===== src/rtl/dmem_mmio.sv =====
// dmem_mmio: data-side memory for the single-cycle core.
// Word-addressed RAM plus a peripheral window at MMIO_BASE that holds an LED
// register, a free-running 32-bit timer with a sticky compare flag, and a
// byte-wide transmit FIFO drained through a valid/ready port.
// Reads are purely combinational and have no side effects. All state changes
// happen on the rising clock edge.
module dmem_mmio #(
  parameter int          RAM_WORDS  = 64,
  parameter int          FIFO_DEPTH = 4,
  parameter logic [31:0] MMIO_BASE  = 32'hFFFF_0000
) (
  input  logic        clk,
  input  logic        reset,
  input  logic [31:0] a,
  input  logic [31:0] wd,
  input  logic        we,
  output logic [31:0] rd,
  output logic [7:0]  led,
  output logic        timer_irq,
  output logic [7:0]  tx_data,
  output logic        tx_valid,
  input  logic        tx_ready
);

  localparam int          AW        = $clog2(RAM_WORDS);
  localparam int          PW        = $clog2(FIFO_DEPTH);
  localparam int          CW        = PW + 1;
  localparam logic [31:0] RAM_BYTES = 32'(RAM_WORDS * 4);

  localparam logic [4:0] OFF_LED    = 5'h00;
  localparam logic [4:0] OFF_TCOUNT = 5'h04;
  localparam logic [4:0] OFF_TCMP   = 5'h08;
  localparam logic [4:0] OFF_TSTAT  = 5'h0C;
  localparam logic [4:0] OFF_TXDATA = 5'h10;
  localparam logic [4:0] OFF_TXSTAT = 5'h14;

  // ---------------------------------------------------------------------------
  // Address decode
  // ---------------------------------------------------------------------------
  logic          in_ram;
  logic          in_mmio;
  logic [AW-1:0] ram_idx;
  logic [4:0]    off;

  assign in_ram  = (a < RAM_BYTES);
  assign in_mmio = (a[31:5] == MMIO_BASE[31:5]);
  assign ram_idx = a[AW+1:2];
  assign off     = a[4:0];

  logic wr_ram;
  logic wr_led;
  logic wr_tcount;
  logic wr_tcmp;
  logic wr_tstat;
  logic wr_txdata;
  logic wr_txstat;

  assign wr_ram    = we && in_ram;
  assign wr_led    = we && in_mmio && (off == OFF_LED);
  assign wr_tcount = we && in_mmio && (off == OFF_TCOUNT);
  assign wr_tcmp   = we && in_mmio && (off == OFF_TCMP);
  assign wr_tstat  = we && in_mmio && (off == OFF_TSTAT);
  assign wr_txdata = we && in_mmio && (off == OFF_TXDATA);
  assign wr_txstat = we && in_mmio && (off == OFF_TXSTAT);

  // ---------------------------------------------------------------------------
  // Data RAM (contents survive reset)
  // ---------------------------------------------------------------------------
  logic [31:0] ram [RAM_WORDS];

  // RAM word write; no reset so program data survives a core restart.
  always_ff @(posedge clk) begin
    if (wr_ram) begin
      ram[ram_idx] <= wd;
    end
  end

  // ---------------------------------------------------------------------------
  // LED register
  // ---------------------------------------------------------------------------
  logic [7:0] led_q;

  // LED register: low byte of the write data.
  always_ff @(posedge clk) begin
    if (reset) begin
      led_q <= 8'h00;
    end else if (wr_led) begin
      led_q <= wd[7:0];
    end
  end

  assign led = led_q;

  // ---------------------------------------------------------------------------
  // Timer
  // ---------------------------------------------------------------------------
  logic [31:0] tcount;
  logic [31:0] tcmp;
  logic        match_flag;

  // Timer count/compare; a match sets the sticky flag and beats a same-cycle clear.
  always_ff @(posedge clk) begin
    if (reset) begin
      tcount     <= 32'h0000_0000;
      tcmp       <= 32'hFFFF_FFFF;
      match_flag <= 1'b0;
    end else begin
      if (wr_tcount) begin
        tcount <= wd;
      end else begin
        tcount <= tcount + 32'd1;
      end
      if (wr_tcmp) begin
        tcmp <= wd;
      end
      if (tcount == tcmp) begin
        match_flag <= 1'b1;
      end else if (wr_tstat && wd[0]) begin
        match_flag <= 1'b0;
      end
    end
  end

  assign timer_irq = match_flag;

  // ---------------------------------------------------------------------------
  // TX FIFO
  // ---------------------------------------------------------------------------
  logic [7:0]    fifo_mem [FIFO_DEPTH];
  logic [PW-1:0] wptr;
  logic [PW-1:0] rptr;
  logic [CW-1:0] occ;
  logic          ovf_flag;
  logic          fifo_full;
  logic          fifo_empty;
  logic          pop;
  logic          push_ok;
  logic          push_drop;

  assign fifo_full  = (occ == CW'(FIFO_DEPTH));
  assign fifo_empty = (occ == '0);
  // tx_valid comes only from registered occupancy, never from tx_ready.
  assign tx_valid   = !fifo_empty;
  assign tx_data    = fifo_empty ? 8'h00 : fifo_mem[rptr];
  assign pop        = tx_valid && tx_ready;
  // A pop in the same cycle frees the slot, so a push into a full FIFO still fits.
  assign push_ok    = wr_txdata && (!fifo_full || pop);
  assign push_drop  = wr_txdata && fifo_full && !pop;

  // FIFO storage; entries past the read pointer are don't-care, so no reset.
  always_ff @(posedge clk) begin
    if (push_ok) begin
      fifo_mem[wptr] <= wd[7:0];
    end
  end

  // FIFO pointers, occupancy and sticky overflow flag (set beats W1C).
  always_ff @(posedge clk) begin
    if (reset) begin
      wptr     <= '0;
      rptr     <= '0;
      occ      <= '0;
      ovf_flag <= 1'b0;
    end else begin
      if (push_ok) begin
        wptr <= wptr + PW'(1);
      end
      if (pop) begin
        rptr <= rptr + PW'(1);
      end
      case ({push_ok, pop})
        2'b10:   occ <= occ + CW'(1);
        2'b01:   occ <= occ - CW'(1);
        default: occ <= occ;
      endcase
      if (push_drop) begin
        ovf_flag <= 1'b1;
      end else if (wr_txstat && wd[2]) begin
        ovf_flag <= 1'b0;
      end
    end
  end

  // ---------------------------------------------------------------------------
  // Read mux
  // ---------------------------------------------------------------------------
  logic [31:0] txstat;

  assign txstat = {24'h000000, 4'(occ), 1'b0, ovf_flag, fifo_empty, fifo_full};

  // Combinational read path; unmapped addresses and unused offsets return zero.
  always_comb begin
    rd = 32'h0000_0000;
    if (in_ram) begin
      rd = ram[ram_idx];
    end else if (in_mmio) begin
      case (off)
        OFF_LED:    rd = {24'h000000, led_q};
        OFF_TCOUNT: rd = tcount;
        OFF_TCMP:   rd = tcmp;
        OFF_TSTAT:  rd = {31'h0, match_flag};
        OFF_TXSTAT: rd = txstat;
        default:    rd = 32'h0000_0000;
      endcase
    end
  end

endmodule


===== config.mk =====
export PLATFORM = sky130hd
export DESIGN_NAME = dmem_mmio
export DESIGN_NICKNAME = d
export VERILOG_FILES = /design/src/rtl/dmem_mmio.sv
export SDC_FILE = /design/constraint.sdc
export NUM_CORES = 2
export LEC_CHECK = 0
export ABC_CLOCK_PERIOD_IN_PS = 11300
export BUFFER_PORTS_ARGS = -buffer_cell sky130_fd_sc_hd__buf_2
export CAP_MARGIN = 20
export CELL_PAD_IN_SITES_DETAIL_PLACEMENT = 1
export CELL_PAD_IN_SITES_GLOBAL_PLACEMENT = 1
export CORE_UTILIZATION = 60
export CTS_CLUSTER_SIZE = 16
export DETAILED_ROUTE_END_ITERATION = 12
export PLACE_DENSITY_LB_ADDON = 0.1
export SLEW_MARGIN = 20
export SYNTH_ARGS = -nofsm -noshare
export SYNTH_HDL_FRONTEND = slang
export SYNTH_SLANG_ARGS = --single-unit

===== constraint.sdc =====
create_clock -name clk -period 11.3 [get_ports clk]
set_input_delay 1.695 -clock clk [delete_from_list [all_inputs] [get_ports clk]]
set_output_delay 1.695 -clock clk [all_outputs]
set_load 0.1 [all_outputs]

## After elaboration in Yosys (flattened, before gate mapping)

Memory sizes are Yosys's and may differ from the RTL's. A register that Yosys moved wholly into a read port is not among the register bits.
Cells that the tools add are included.

| storage, ports and cells | value |
|---|---|
| memories kept | 2 |
| RAM bits | 2080 |
| output and inout port bits | 50 |
| word-level logic and storage cells | 65 |
| bits of input ports | 68 |
| bits in registers | 81 |

| cells by class | value |
|---|---|
| muxes and demuxes | 16 |
| order comparisons | 1 |
| add/sub/neg operators | 5 |
| equal/unequal tests | 10 |
| reduce and logical (&&, ||, !) cells | 23 |

Memories:

| name | depth | bits a word | rd ports | clocked after Yosys merged registers in | write ports | RTL line | RTL |
|---|---|---|---|---|---|---|---|
| ram | 64 | 32 | 1 | 0 | 1 | 69 | `logic [31:0] ram [RAM_WORDS];` |
| fifo_mem | 4 | 8 | 1 | 1 | 1 | 129 | `logic [7:0] fifo_mem [FIFO_DEPTH];` |

Operators by type and width:

| operator | number |
|---|---|
| one-hot mux 32 bit (5 select lines) | 1 |
| two-way mux 32 bit | 3 |
| adder 32 x 1 -> 32 bit, second input constant | 1 |
| == test 32 bit | 1 |
| < comparator 32 x 9 -> 1 bit, second input constant | 1 |
| == test 27 bit, second input constant | 1 |
| logical AND 1 bit | 14 |
| == test 5 x 4 -> 1 bit, second input constant | 2 |
| == test 5 bit, second input constant | 2 |
| two-way mux 1 bit | 8 |
| two-way mux 8 bit | 1 |
| one-hot mux 3 bit (2 select lines) | 1 |
| nonzero test 2 bit | 3 |
| == test 5 x 3 -> 1 bit, second input constant | 1 |
| logical NOT 5 bit | 1 |
| adder 2 x 1 -> 2 bit, second input constant | 2 |
| two-way mux 2 bit | 2 |
| adder 3 x 1 -> 3 bit, second input constant | 1 |
| == test 3 bit, second input constant | 1 |
| logical NOT 1 bit | 3 |
| logical NOT 3 bit | 1 |
| subtractor 3 x 1 -> 3 bit, second input constant | 1 |
| == test 2 x 1 -> 1 bit, second input constant | 1 |
| == test 2 bit, second input constant | 1 |
| logical OR 1 bit | 1 |

## Depth between registers and ports, before layout

| depth | value |
|---|---|
| depth after elaboration | 7 |
| mapped depth | 12 |
| mapped depth without buffers | 8 |

## Least setup slack after synthesis

No wires, ideal clock.

| path | value |
|---|---|
| kind | input port to output port |
| start | input port a[3] |
| end | output port rd[17] |
| path buffers | 4 |
| slack | 4.168 ns |
| data required time | 9.605 ns |
| stages on the path | 10 |
| arrival time | 5.437 ns |
| cell sequence | buf_2 buf_2 buf_2 clkbuf_1 nand2_1 o22ai_1 a21oi_1 o211ai_1 nand4_1 o32ai_1 |

| on the way | value |
|---|---|
| cells in the longest elaborated chain, start to end | 4 |
| elaborated cells on any way between the ends | 10 |
| classes of those cells | order compare: 1; eq/ne: 4; mux: 3; reduce/logical: 1; memory: 1 |

RTL lines:

| element | RTL line | RTL |
|---|---|---|
| from (decl) | 14 | `input logic [31:0] a,` |
| parallel branches: the longest is 3 deep, another holds < comparator 32 x 9 -> 1 bit | -- |  |
| two-way mux 32 bit * | 194 | `if (in_ram) begin` |
| to (decl) | 17 | `output logic [31:0] rd,` |

Mark *: on every way between the ends.

## Worst setup path in the final report

| path | value |
|---|---|
| start | input port a[3] |
| end | output port rd[16] |

Same word-level chain as after synthesis.

==> run_results.csv <==
group,metric,value,unit
run_status,status,"finished, final reports clean",
synthesis,synthesis.nets,4323,
min_path,worstHoldEndpoint,"ovf_flag",
timing,max_clock_freq,0.123,GHz
worst_setup_path,critPathCaptureType,"output pin",
global_routing,number_of_global_route_vias_before_repair,48100,
worst_setup_path,critical_path_required,9.61,ns
synthesis,number_of_instances_in_the_synthesized_netlist,4249,
worst_setup_path,worstPathArrival,6.44,ns
routing,post_drt_wl_per_cell,41.3,µm
synthesis,yosys.area_share.adder,0.000974,
worst_setup_path,rr_endpoint,"occ[2]",
global_routing,total_gr_overflow,0,
synthesis,synth-seq-area-share,0.757,
min_path,worstHoldPathType,"register to register",
synthesis,synth-seq-cells,2163,
cells_and_area,drive_gt1_frac,0.231,
synthesis,synth_mux_area_frac,0.144,
floorplanning,fp.dieW,378,µm
synthesis,yosysUniqueCellTypes,77,
synthesis,synth.avg_cell_area,19.9,µm²
cells_and_area,final_net_count,4554,
cts,tritoncts,"yes",
routing,drc,0,
floorplanning,chipHeight,378,µm
worst_setup_path,worstRegToRegCells,8,
floorplanning,initial_utilization,0.606,
global_routing,grt.met1_usage,0.515,
synthesis,netlist_area,0.0848,mm²
power_and_ir_drop,worst_case_vdd_ir_drop,178,µV
synthesis,synthFlopType,"sky130_fd_sc_hd__edfxtp_1",
routing,avgViaCountPerCell,7.31,
synthesis,share_of_the_synthesized_area_in_compound_gates_ao_oa_aoi_oai,0.0412,
floorplanning,core-area,0.140,mm²
cts,cts.hold.buffers_added,0,
synthesis,synthTopCellsByArea,"sky130_fd_sc_hd__edfxtp_1, sky130_fd_sc_hd__mux4_2, sky130_fd_sc_hd__mux2i_1",
synthesis,synth_edf_count,2080,
synthesis,post_synth_and_or_nand_nor_area_fraction,0.0331,
cts,clk-insertion-delay-late,0.87,ns
floorplanning,area_of_the_die,0.143,mm²
synthesis,largest_family_of_logic_cells_by_synthesized_area,"multiplexers",
synthesis,netlist.area_leader.share,0.737,
timing,report.final.hold_viol_count,0,
global_routing,grt_start_max_net_pins,123,
timing,postLayoutSetupSlackWorst,3.17,ns
routing,drt-total-wl,270,mm
timing,max-slew-margin-rel,0.156,
cts,cts_num_sinks,2163,
place,dp_hpwl,156,mm
synthesis,synth-xor-area-share,0.00682,
global_routing,grt_util_met3,0.101,
power_and_ir_drop,p_per_area,176,mW/mm²
min_path,worstHoldStart,"ovf_flag",
cts,cts_max_path_buffers,3,
place,routabilityCongestion,0.924,
floorplanning,rows,137,
routing,post_detailed_route_count_of_antenna_violating_nets,0,
cts,clk_pin_slew,0.07,ns
worst_setup_path,cp_common_cell,"sky130_fd_sc_hd__o21ai_0",
floorplanning,io_pins,118,
routing,drt_first_pass_iters,5,
worst_setup_path,critical_path.cell_chain,"buf_8, buf_12, buf_4, mux4_2, a22oi_1, o21ai_0, o21ai_0, o21ai_0, buf_2",
cts,num_cts_buffers,210,
cts,post_cts_resize_count,0,
worst_setup_path,timing_worst_setup_path_type,"primary input to output pin",
global_routing,grt_met2_usage,0.583,
place,preCtsSetupSlack,3.43,ns
worst_setup_path,worst_path_bufs_invs,4,
cells_and_area,area_delta_synth_final,12.2,%
global_routing,grt-busiest-layer,"met2",
worst_setup_path,worst_r2r_startpoint,"occ[2]",
timing,timing.final.crit_share,0.720,
timing,grt_setup_unrepaired,"false",
synthesis,synth_top_cell_by_area,"sky130_fd_sc_hd__edfxtp_1",
min_path,hold_depth,2,
worst_setup_path,worst_path_max_delay_cell,"sky130_fd_sc_hd__o21ai_0",
cts,clockRootBuffer,"sky130_fd_sc_hd__clkbuf_16",
worst_setup_path,cpLargestDelayFamily,"buffers and inverters",
timing,finalSetupTns,0,ns
synthesis,synth-warning-count,0,
cts,cts_htree_levels,4,
routing,detailedRoute.firstIterationViolations,7776,
timing,setup_violations,0,
global_routing,grt_pass1_wl,371,mm
cts,post_cts_repair_timing_setup_buffer_count,0,
worst_setup_path,worst_setup_path_start_kind,"primary input",
routing,vias,47800,
global_routing,global_route.usage.total,0.383,
place,port-buffer-count,117,
timing,post-route-min-period,8.13,ns
worst_setup_path,critical_path.max_fanout,122,
worst_setup_path,cpPeakStageDelay,0.78,ns
timing,worstMarginPinSlew,1.27,ns
worst_setup_path,timing.reg2reg.setup_slack,8.56,ns
timing,drv_slew,0,
flow_run,drv_cap,0,
synthesis,async_reset_ff_frac,0,
timing,finClkSkew,0.0308,ns
power_and_ir_drop,leakage,30.4,nW
global_routing,number_of_antenna_violations_at_the_first_check_in_global_routing,15,
[final cells by class]
| type | count | area (µm²) |
|---|---|---|
| diodes | 1 | 2.50 |
| clock buffers | 256 | 5460 |
| flip-flops and latches | 2163 | 64100 |
| inverters | 9 | 36.3 |
| repair buffers | 276 | 1900 |
| well taps | 1876 | 2350 |
| clock inverters | 136 | 1500 |
| fillers | 11200 | 44800 |
| multi-input cells | 1820 | 19700 |
[power breakdown]
part	internal [mW]	switching [mW]	total, mW
registers	8.78	0.00252	8.78
clock network	4.08	3.07	7.16
logic	0.235	0.516	0.751
[flip-flops by register name, indices dropped and copies added, names as in the netlist, named ones only]
signal and count:
fifo_mem 32, led 8, occ 3, ovf_flag 1
ram 2048, rptr 2, tcmp 32, tcount 32
timer_irq 1, wptr 2
[per-stage QoR]
step,hold WS (ns),power [mW],area [µm²],instances,utilization
after detailed placement,0.476,9.68,88100,6143,0.630
final,0.484,16.7,95100,6537,0.680
after global placement,0.461,9.66,88100,6141,0.630
after global routing,0.515,17.0,95100,6536,0.680
after CTS,0.484,16.7,95100,6535,0.680
after floorplan,0.449,9.34,84800,4249,-
[metal layers]
layer,routed length (µm),share of wire
met1,96700,0.36
met2,125000,0.46
met3,33100,0.12
met4,15700,0.058
met5,67,0.00025
[Yosys cell counts, types with 27 or more instances]
master,instances
sky130_fd_sc_hd__edfxtp_1,2080
sky130_fd_sc_hd__mux4_2,395
sky130_fd_sc_hd__mux2i_1,317
sky130_fd_sc_hd__a22oi_1,167
sky130_fd_sc_hd__nor2_1,148
sky130_fd_sc_hd__clkbuf_1,111
sky130_fd_sc_hd__nand2_1,84
sky130_fd_sc_hd__dfxtp_1,83
sky130_fd_sc_hd__nand3_1,79
sky130_fd_sc_hd__o22ai_1,56
sky130_fd_sc_hd__a21oi_1,49
sky130_fd_sc_hd__buf_2,49
sky130_fd_sc_hd__xnor2_1,46
sky130_fd_sc_hd__nand4_1,45
sky130_fd_sc_hd__nor2b_1,45
sky130_fd_sc_hd__buf_4,44
sky130_fd_sc_hd__o21ai_0,43
sky130_fd_sc_hd__nor3_1,38
sky130_fd_sc_hd__a211oi_1,35
sky130_fd_sc_hd__a211o_1,34
sky130_fd_sc_hd__nor4_1,27
[placed cells by master (no fill, tap or decap), drive strengths merged, types with 9 or more instances in the layout]
cell type	count
a211oi	35
and3	9
a22o	25
a211o	34
clkbuf	256
edfxtp	2080
nand2	84
mux4	395
inv	16
nor4	31
clkinv	99
bufinv	28
xnor2	46
a22oi	167
and2	17
buf	276
o21ai	45
nand4	45
mux2	11
a21oi	49
o221ai	10
a221oi	22
nand3	80
dfxtp	83
nor3	39
mux2i	317
o22ai	56
nor2	148
nor2b	45
xor2	20
[kinds of logic after synthesis]
logic type	count (synthesis)
adder cells (fa/ha/maj)	6
multiplexers	723
flip-flops	2163
AO/OA/AOI/OAI	486
XOR/XNOR	66
buffers and inverters	266
AND/OR/NAND/NOR	539
[tightest hold or removal path: stages (launching register included)]
cell and delay (ns):
sky130_fd_sc_hd__dfxtp_1 0.31, sky130_fd_sc_hd__o21ai_0 0.07, sky130_fd_sc_hd__a21oi_1 0.06
[worst max-delay path by stage]
stage,cells past startpoint,startpoint,slack [ns],to
floorplan,10,a[3],4.17,rd[17]
global placement,9,a[3],3.40,rd[16]
detailed placement,9,a[3],3.43,rd[16]
CTS,9,a[3],3.40,rd[16]
global route,9,a[2],3.22,rd[3]
finish,9,a[3],3.17,rd[16]
No activity file was read; power rests on OpenSTA's default activity.
